`config.mk`:
```
export PLATFORM = sky130hd
export DESIGN_NAME = soc_err_slave
export DESIGN_NICKNAME = d
export VERILOG_FILES = /design/src/rtl/soc_err_slave_pkg.sv /design/src/rtl/soc_err_slave.sv
export SDC_FILE = /design/constraint.sdc
export NUM_CORES = 1
export LEC_CHECK = 0
export BUFFER_PORTS_ARGS = -buffer_cell sky130_fd_sc_hd__buf_2
export CAP_MARGIN = 20
export CORE_MARGIN = 4
export CORE_UTILIZATION = 45
export CTS_BUF_LIST = sky130_fd_sc_hd__clkbuf_8
export DETAILED_ROUTE_END_ITERATION = 12
export PLACE_DENSITY = 0.76
export SYNTH_ARGS = -nofsm -noshare
export SYNTH_HDL_FRONTEND = slang
export SYNTH_SLANG_ARGS = --single-unit
```
`constraint.sdc`:
```
create_clock -name clk_i -period 4.05 [get_ports clk_i]
set_clock_uncertainty 0.1 [all_clocks]
set_input_delay 0.6075 -clock clk_i [delete_from_list [all_inputs] [get_ports clk_i]]
set_output_delay 0.6075 -clock clk_i [all_outputs]
set_load 0.05 [all_outputs]
```
`src/rtl/soc_err_slave_pkg.sv`:
```
// SoC-level address map and shared types for the crossbar glue, including the
// state encodings and response code of the default error responder.
package ariane_soc;

  localparam int unsigned IdWidthSlave = 6;
  localparam int unsigned AddrWidth    = 64;

  localparam logic [1:0] RESP_DECERR = 2'b11;

  typedef enum logic [1:0] {
    W_IDLE,
    W_DATA,
    W_RESP
  } err_wr_state_e;

  typedef enum logic {
    R_IDLE,
    R_DATA
  } err_rd_state_e;

  // ErrSlave is the crossbar default port; it has no region of its own.
  typedef enum int unsigned {
    Debug    = 0,
    ROM      = 1,
    CLINT    = 2,
    PLIC     = 3,
    UART     = 4,
    DRAM     = 5,
    ErrSlave = 6
  } axi_slaves_e;

  localparam int unsigned NrRegions = 6;

  localparam logic [AddrWidth-1:0] DebugBase = 64'h0000_0000;
  localparam logic [AddrWidth-1:0] ROMBase   = 64'h0001_0000;
  localparam logic [AddrWidth-1:0] CLINTBase = 64'h0200_0000;
  localparam logic [AddrWidth-1:0] PLICBase  = 64'h0C00_0000;
  localparam logic [AddrWidth-1:0] UARTBase  = 64'h1000_0000;
  localparam logic [AddrWidth-1:0] DRAMBase  = 64'h8000_0000;

  localparam logic [AddrWidth-1:0] DebugLength = 64'h1000;
  localparam logic [AddrWidth-1:0] ROMLength   = 64'h1_0000;
  localparam logic [AddrWidth-1:0] CLINTLength = 64'hC_0000;
  localparam logic [AddrWidth-1:0] PLICLength  = 64'h3FF_FFFF;
  localparam logic [AddrWidth-1:0] UARTLength  = 64'h1000;
  localparam logic [AddrWidth-1:0] DRAMLength  = 64'h4000_0000;

  // Any address outside every region is routed to ErrSlave.
  function automatic logic valid_rule(input logic [AddrWidth-1:0] addr);
    logic hit;
    hit = 1'b0;
    if (addr >= DebugBase && addr < DebugBase + DebugLength) hit = 1'b1;
    if (addr >= ROMBase   && addr < ROMBase   + ROMLength)   hit = 1'b1;
    if (addr >= CLINTBase && addr < CLINTBase + CLINTLength) hit = 1'b1;
    if (addr >= PLICBase  && addr < PLICBase  + PLICLength)  hit = 1'b1;
    if (addr >= UARTBase  && addr < UARTBase  + UARTLength)  hit = 1'b1;
    if (addr >= DRAMBase  && addr < DRAMBase  + DRAMLength)  hit = 1'b1;
    return hit;
  endfunction

endpackage

```
`src/rtl/soc_err_slave.sv`:
```
// Default AXI4 responder: drains unmapped writes and reads with DECERR and
// counts rejected transactions in a saturating counter.
module soc_err_slave
  import ariane_soc::*;
#(
  parameter int unsigned          IdWidth    = IdWidthSlave,
  parameter int unsigned          DataWidth  = 64,
  parameter logic [DataWidth-1:0] PoisonData = 64'hDEAD_BEEF_BADC_AB1E
) (
  input  logic                 clk_i,
  input  logic                 rst_ni,
  input  logic                 aw_valid_i,
  output logic                 aw_ready_o,
  input  logic [IdWidth-1:0]   aw_id_i,
  input  logic                 w_valid_i,
  output logic                 w_ready_o,
  input  logic                 w_last_i,
  output logic                 b_valid_o,
  input  logic                 b_ready_i,
  output logic [IdWidth-1:0]   b_id_o,
  output logic [1:0]           b_resp_o,
  input  logic                 ar_valid_i,
  output logic                 ar_ready_o,
  input  logic [IdWidth-1:0]   ar_id_i,
  input  logic [7:0]           ar_len_i,
  output logic                 r_valid_o,
  input  logic                 r_ready_i,
  output logic [IdWidth-1:0]   r_id_o,
  output logic [DataWidth-1:0] r_data_o,
  output logic [1:0]           r_resp_o,
  output logic                 r_last_o,
  output logic [31:0]          err_cnt_o
);

  err_wr_state_e      wr_state;
  err_rd_state_e      rd_state;
  logic [IdWidth-1:0] b_id;
  logic [IdWidth-1:0] r_id;
  logic [7:0]         r_len;
  logic [7:0]         beat;
  logic [31:0]        err_cnt;
  logic               b_done;
  logic               r_done;
  logic [32:0]        cnt_sum;

  // Handshake outputs decode registered state only; no input-to-output path.
  assign aw_ready_o = (wr_state == W_IDLE);
  assign w_ready_o  = (wr_state == W_DATA);
  assign b_valid_o  = (wr_state == W_RESP);
  assign ar_ready_o = (rd_state == R_IDLE);
  assign r_valid_o  = (rd_state == R_DATA);
  assign r_last_o   = (rd_state == R_DATA) && (beat == r_len);

  assign b_id_o    = b_id;
  assign r_id_o    = r_id;
  assign b_resp_o  = RESP_DECERR;
  assign r_resp_o  = RESP_DECERR;
  assign r_data_o  = PoisonData;
  assign err_cnt_o = err_cnt;

  always_ff @(posedge clk_i) begin
    if (!rst_ni) begin
      wr_state <= W_IDLE;
      b_id     <= '0;
    end else begin
      case (wr_state)
        W_IDLE: if (aw_valid_i) begin
          b_id     <= aw_id_i;
          wr_state <= W_DATA;
        end
        W_DATA: if (w_valid_i && w_last_i) wr_state <= W_RESP;
        W_RESP: if (b_ready_i) wr_state <= W_IDLE;
        default: wr_state <= W_IDLE;
      endcase
    end
  end

  always_ff @(posedge clk_i) begin
    if (!rst_ni) begin
      rd_state <= R_IDLE;
      r_id     <= '0;
      r_len    <= '0;
      beat     <= '0;
    end else begin
      case (rd_state)
        R_IDLE: if (ar_valid_i) begin
          r_id     <= ar_id_i;
          r_len    <= ar_len_i;
          beat     <= '0;
          rd_state <= R_DATA;
        end
        R_DATA: if (r_ready_i) begin
          if (beat == r_len) rd_state <= R_IDLE;
          else               beat     <= beat + 8'd1;
        end
        default: rd_state <= R_IDLE;
      endcase
    end
  end

  assign b_done  = b_valid_o && b_ready_i;
  assign r_done  = r_valid_o && r_last_o && r_ready_i;
  assign cnt_sum = {1'b0, err_cnt} + {32'd0, b_done} + {32'd0, r_done};

  // A carry out of bit 31 means the true count passed the top; pin it there.
  always_ff @(posedge clk_i) begin
    if (!rst_ni) err_cnt <= '0;
    else         err_cnt <= cnt_sum[32] ? '1 : cnt_sum[31:0];
  end

endmodule

```
### Yosys cells after proc, flatten, opt, wreduce, memory -nomap -nowiden

Cells that the tools add are included.

| word-level totals | value |
|---|---|
| flip-flop bits (word level) | 63 |
| input port bits | 28 |
| output and inout port bits | 118 |
| logic and storage cells | 43 |

| operators by class | value |
|---|---|
| add/sub/neg operators | 3 |
| muxes and demuxes | 13 |
| reduce and logical (&&, ||, !) cells | 10 |
| bitwise operators | 1 |
| eq/ne operators | 9 |

Operators with widths:

| kind | count |
|---|---|
| $add A32 B1 Y33 | 1 |
| $add A33 B1 Y33 | 1 |
| $mux W32 | 1 |
| $mux W8 | 3 |
| $pmux W8 S2 | 1 |
| $add A8 B1 Y8 const B | 1 |
| $eq A8 B8 Y1 | 1 |
| $ne A2 B2 Y1 const B | 4 |
| $mux W2 | 3 |
| $pmux W2 S3 | 1 |
| $reduce_and A3 Y1 | 2 |
| $logic_and A1 B1 Y1 | 5 |
| $ne A2 B1 Y1 const B | 2 |
| $reduce_and A2 Y1 | 2 |
| $mux W1 | 3 |
| $eq A2 B1 Y1 const B | 1 |
| $eq A2 B2 Y1 const B | 1 |
| $logic_not A2 Y1 | 1 |
| $pmux W1 S2 | 1 |
| $not A1 Y1 | 1 |

### Depth between registers and ports, before layout

| logic depth | value |
|---|---|
| depth after elaboration | 6 |
| depth in mapped cells | 15 |
| depth with buffers taken out | 11 |

### Least setup slack after synthesis

Ideal clock, no wire load.

| path | value |
|---|---|
| path kind | register to register |
| from | reg rd_state (netlist: r_valid_o) |
| to | reg err_cnt[30] (netlist: err_cnt_o[30]) |
| library setup time | 0.115 ns |
| arrival time | 3.488 ns |
| stages on the path, launching flop included | 12 |
| path slack | 0.347 ns |
| data required time | 3.835 ns |
| cell sequence | dfxtp_1 -> nand2_1 -> nor3_2 -> and2_1 -> fa_1 -> ha_1 -> and4_1 -> and2_1 -> buf_6 -> nand3_4 -> or4b_1 -> and3_1 |

| between the ends | value |
|---|---|
| cells in the longest elaborated chain, start to end | 5 |

RTL lines:

| what | RTL line | source |
|---|---|---|
| from (decl) | soc_err_slave.sv:36 | `err_rd_state_e rd_state;` |
| from (signal assigned) | soc_err_slave.sv:80 | `rd_state <= R_IDLE;` |
| from (signal assigned) | soc_err_slave.sv:90 | `rd_state <= R_DATA;` |
| from (signal assigned) | soc_err_slave.sv:93 | `if (beat == r_len) rd_state <= R_IDLE;` |
| $logic_and A1 B1 Y1 | soc_err_slave.sv:52 | `assign r_last_o = (rd_state == R_DATA) && (beat == r_len);` |
| via r_last_o | soc_err_slave.sv:31 | `output logic r_last_o,` |
| $logic_and A1 B1 Y1 (2 in series) | soc_err_slave.sv:102 | `assign r_done = r_valid_o && r_last_o && r_ready_i;` |
| $add A33 B1 Y33 | soc_err_slave.sv:103 | `assign cnt_sum = {1'b0, err_cnt} + {32'd0, b_done} + {32'd0, r_done};` |
| $mux W32 | soc_err_slave.sv:108 | `else err_cnt <= cnt_sum[32] ? '1 : cnt_sum[31:0];` |
| to (signal assigned) | soc_err_slave.sv:108 |  |
| to (decl) | soc_err_slave.sv:41 | `logic [31:0] err_cnt;` |

The timed path passes the listed nets, and every way through them passes these cells.
A chain may end at the register's enable or synchronous reset.

### Worst setup path after layout

| path | value |
|---|---|
| from | reg beat[4] |
| to | reg err_cnt[1] (netlist: err_cnt_o[1]) |

| between the ends | value |
|---|---|
| cells in the longest elaborated chain, start to end | 6 |

RTL lines:

| what | RTL line | source |
|---|---|---|
| from (decl) | soc_err_slave.sv:40 | `logic [7:0] beat;` |
| from (signal assigned) | soc_err_slave.sv:94 | `else beat <= beat + 8'd1;` |
| $eq A8 B8 Y1 | soc_err_slave.sv:52 |  |
| $logic_and A1 B1 Y1 | soc_err_slave.sv:52 |  |
| $logic_and A1 B1 Y1 (2 in series) | soc_err_slave.sv:102 |  |
| $add A33 B1 Y33 | soc_err_slave.sv:103 |  |
| $mux W32 | soc_err_slave.sv:108 |  |

Every way passes these cells.

==> qor.json <==
{
  "final_cell_area_mm2": 0.00383,
  "run_status": "finished, final reports clean",
  "p_int_mw": 1.04,
  "floorplan.die.width_um": 95.2,
  "min_path_type": "flop to flop",
  "postRouteWirelength_um": 7300,
  "worst_case_setup_slack_after_placement_ns": 0.584,
  "flow.area_growth_from_synthesis_pct": 11.9,
  "maxSlewViolCount": 0,
  "dp_cells": 561,
  "synth.yosys.seq_area_share": 0.368,
  "postPlaceCellArea_mm2": 0.00359,
  "synth_edf_count": 0,
  "worst_r2r_startpoint": "beat[4]",
  "cts-hold-fix-buffers": 0,
  "first_pass_iters": 4,
  "sw_frac_of_total": 0.328,
  "avgRoutedWirePerCell_um": 12.6,
  "nFillCells": 710,
  "layout_min_cycle_time_ns": 3.42,
  "worst_slack_ns": 0.629,
  "core.rowCount": 31,
  "post-cts-setup-buffers": 0,
  "grt_antenna_before_repair": 0,
  "postSynth.asyncResetShare": 0,
  "num-nets-final": 505,
  "total_negative_slack_for_setup_checks_ns": 0,
  "clock_tree_from_tritoncts": "built",
  "starting_utilization_of_the_core_area": 0.467,
  "power.static_leakage_nw": 1.70,
  "net-switching-power_mw": 0.510,
  "period_share": 0.845,
  "critPathCaptureType": "flop",
  "critPathMaxFanout": 15,
  "critical_path_capture_point": "err_cnt_o[1]",
  "n_antenna_cell": 0,
  "gp_routability_congestion": 0.839,
  "p_seq_frac": 0.415,
  "grt_overflow": 0,
  "die_h_um": 95.2,
  "num_io_pins": 146,
  "rr_worst_depth": 12,
  "viasPerCell": 4.83,
  "cts.repair.resized": 0,
  "number_of_design_rule_violations_left_by_the_first_detailed_router_iteration": 127,
  "synth.distinct_cells": 46,
  "netlist_area_before_placement_mm2": 0.00342,
  "grt_start_max_net_pins": 56,
  "critPathArrivalTime_ns": 3.59,
  "layoutNonFillerInstCount": 578,
  "first_global_vias": 2546,
  "postSynthCellCount": 403,
  "clkSlewWorstSetupHoldPaths_ns": 0.07,
  "buffer_ports.inserted": 77,
  "synth_top_cell_area_share": 0.368,
  "worstMarginPinSlew_ns": 1.03,
  "maxClockFrequency_mhz": 292,
  "synth_area_per_inst_um2": 8.50,
  "clockBufferDepth": 2,
  "required_ns": 4.21,
  "clock-sinks": 63,
  "synth_top_cell_by_area": "sky130_fd_sc_hd__dfxtp_1",
  "die_area_mm2": 0.00907,
  "routed-via-count": 2792,
  "final_common_cell": "sky130_fd_sc_hd__buf_2",
  "worst_slew_margin_rel": 0.313,
  "synth_area_leaders": "sky130_fd_sc_hd__dfxtp_1, sky130_fd_sc_hd__buf_4, sky130_fd_sc_hd__a21oi_1",
  "clockPowerShare": 0.402,
  "hpwl_um": 5300,
  "setup.worst_path.class": "flop to flop",
  "regToRegSetupSlack_ns": 0.63,
  "h_tree_depth": 3,
  "end_of_flow_core_utilization": 0.523,
  "first_pass_grt_wire_length_um": 11600,
  "core_area_mm2": 0.00733,
  "cts-root-buf": "sky130_fd_sc_hd__clkbuf_8",
  "post_route_cells_drive_above_1_share": 0.240,
  "cellPowerDensity_mw_per_mm2": 406,
  "capture_point_of_the_worst_reg_to_reg_path": "err_cnt_o[1]",
  "unrepaired_setup_endpoints_after_global_routing": "no",
  "timing.final.hold_violations": 0,
  "worstPathCellList": "xnor2_1 -> nand3_1 -> nor3_2 -> and2_1 -> fa_1 -> ha_1 -> and4_1 -> and2_1 -> nand4_1 -> or2_1 -> buf_8 -> a21oi_1",
  "crit_path_top_delay_cell": "sky130_fd_sc_hd__or2_1",
  "most-common-layout-cells": "sky130_fd_sc_hd__buf_2, sky130_fd_sc_hd__conb_1, sky130_fd_sc_hd__dfxtp_1",
  "setup_viol": 0,
  "crit_path_start_kind": "flop",
  "worst_path_largest_cell_delay_ns": 0.49,
  "drcViolationCount": 0,
  "register_bit_count_reported_by_yosys": 63,
  "setup.worst_path.start": "beat[4]",
  "synth_top_flop_cell": "sky130_fd_sc_hd__dfxtp_1",
  "combinationalPowerShare": 0.183,
  "cp_common_cell": "sky130_fd_sc_hd__and2_1",
  "detail-route-antenna-nets": 0,
  "synth_warnings": 0,
  "clk-insertion-delay-late_ns": 0.35,
  "cts_inserted_buffers": 9,
  "peakVddDrop_v": 0.000177,
  "grtUsageTotal": 0.161,
  "cap_violations": 0
}
==> synthesized netlist by cell type, types with 10 or more instances <==
cell,number
sky130_fd_sc_hd__a21oi_1,37
sky130_fd_sc_hd__a21oi_2,10
sky130_fd_sc_hd__and3_1,12
sky130_fd_sc_hd__buf_4,68
sky130_fd_sc_hd__clkbuf_1,12
sky130_fd_sc_hd__dfxtp_1,63
sky130_fd_sc_hd__nand2_1,49
sky130_fd_sc_hd__nand3_1,15
sky130_fd_sc_hd__nand4_1,13
sky130_fd_sc_hd__nor2_1,19
sky130_fd_sc_hd__xnor2_1,16
sky130_fd_sc_hd__xor2_1,16
==> power groups by stage <==
| stage | logic, mW | clock network (mW) | registers (mW) |
|---|---|---|---|
| after floorplan | 0.263 | 0 | 0.692 |
| after global placement | 0.281 | 0 | 0.660 |
| after detailed placement | 0.283 | 0 | 0.660 |
| after CTS | 0.283 | 0.644 | 0.646 |
| after global routing | 0.302 | 0.672 | 0.648 |
| final | 0.284 | 0.625 | 0.646 |
==> how the worst min path moves through the flow <==
stage	start	end	slack (ns)	cells past startpoint
after floorplan	r_len[0]	r_len[0]	0.35	2
after global placement	r_id_o[5]	r_id_o[5]	0.34	2
after detailed placement	r_id_o[5]	r_id_o[5]	0.35	2
after CTS	r_id_o[5]	r_id_o[5]	0.36	2
after global routing	r_id_o[3]	r_id_o[3]	0.38	2
final	r_id_o[5]	r_id_o[5]	0.35	2
==> metal layers <==
metal	part of all wire	track usage	up-vias	wire, um
li1	-	-	1373	-
met1	0.43	0.196	1306	3120
met2	0.48	0.262	100	3490
met3	0.078	0.0497	13	568
met5	0	0	-	0
met4	0.017	0.0661	0	121
==> sequential cells by signal, indices dropped and copies added, names as in the netlist <==
signal,flops
b_id_o,6
r_valid_o,1
r_len,8
err_cnt_o,32
r_id_o,6
beat,8
wr_state,2
==> final cells by class <==
cell class	instances	area (um^2)	area share
Clock inverter	6	92.6	0.0242
Multi-Input combinational cell	312	1770	0.462
Sequential cell	63	1260	0.329
Tap cell	99	124	0.0323
Timing Repair Buffer	80	415	0.108
Clock buffer	10	138	0.0359
Inverter	8	30.0	0.00784
==> cell families (layout without fill, tap and decap cells) <==
kind of cell             count (synthesis)  count (layout)  synth area share
multiplexers                             7               7            0.0205
buffers and inverters                   94             104             0.187
XOR/XNOR                                32              32            0.0818
adder cells (fa/ha/maj)                  3               3            0.0132
AND/OR/NAND/NOR                        136             136             0.209
other                                    2              68           0.00219
flip-flops                              63              63             0.368
AO/OA/AOI/OAI                           66              66             0.118
==> worst max-delay path, delay by kind of cell (launching register included) <==
kind | cells | cell delay, ns
AOI/OAI and AO/OA | 1 | 0.14
adders and majority gates | 2 | 0.51
xor gates and xnor gates | 1 | 0.15
and+or+nand+nor | 7 | 1.72
DFF | 1 | 0.44
buffers and inverters | 1 | 0.27
==> metrics by stage <==
step	hold WS, ns	power (mW)
final	0.353	1.55
after global routing	0.380	1.62
after CTS	0.356	1.57
after detailed placement	0.347	0.943
after global placement	0.339	0.941
after floorplan	0.350	0.955
(Power assumes the default switching activity.)
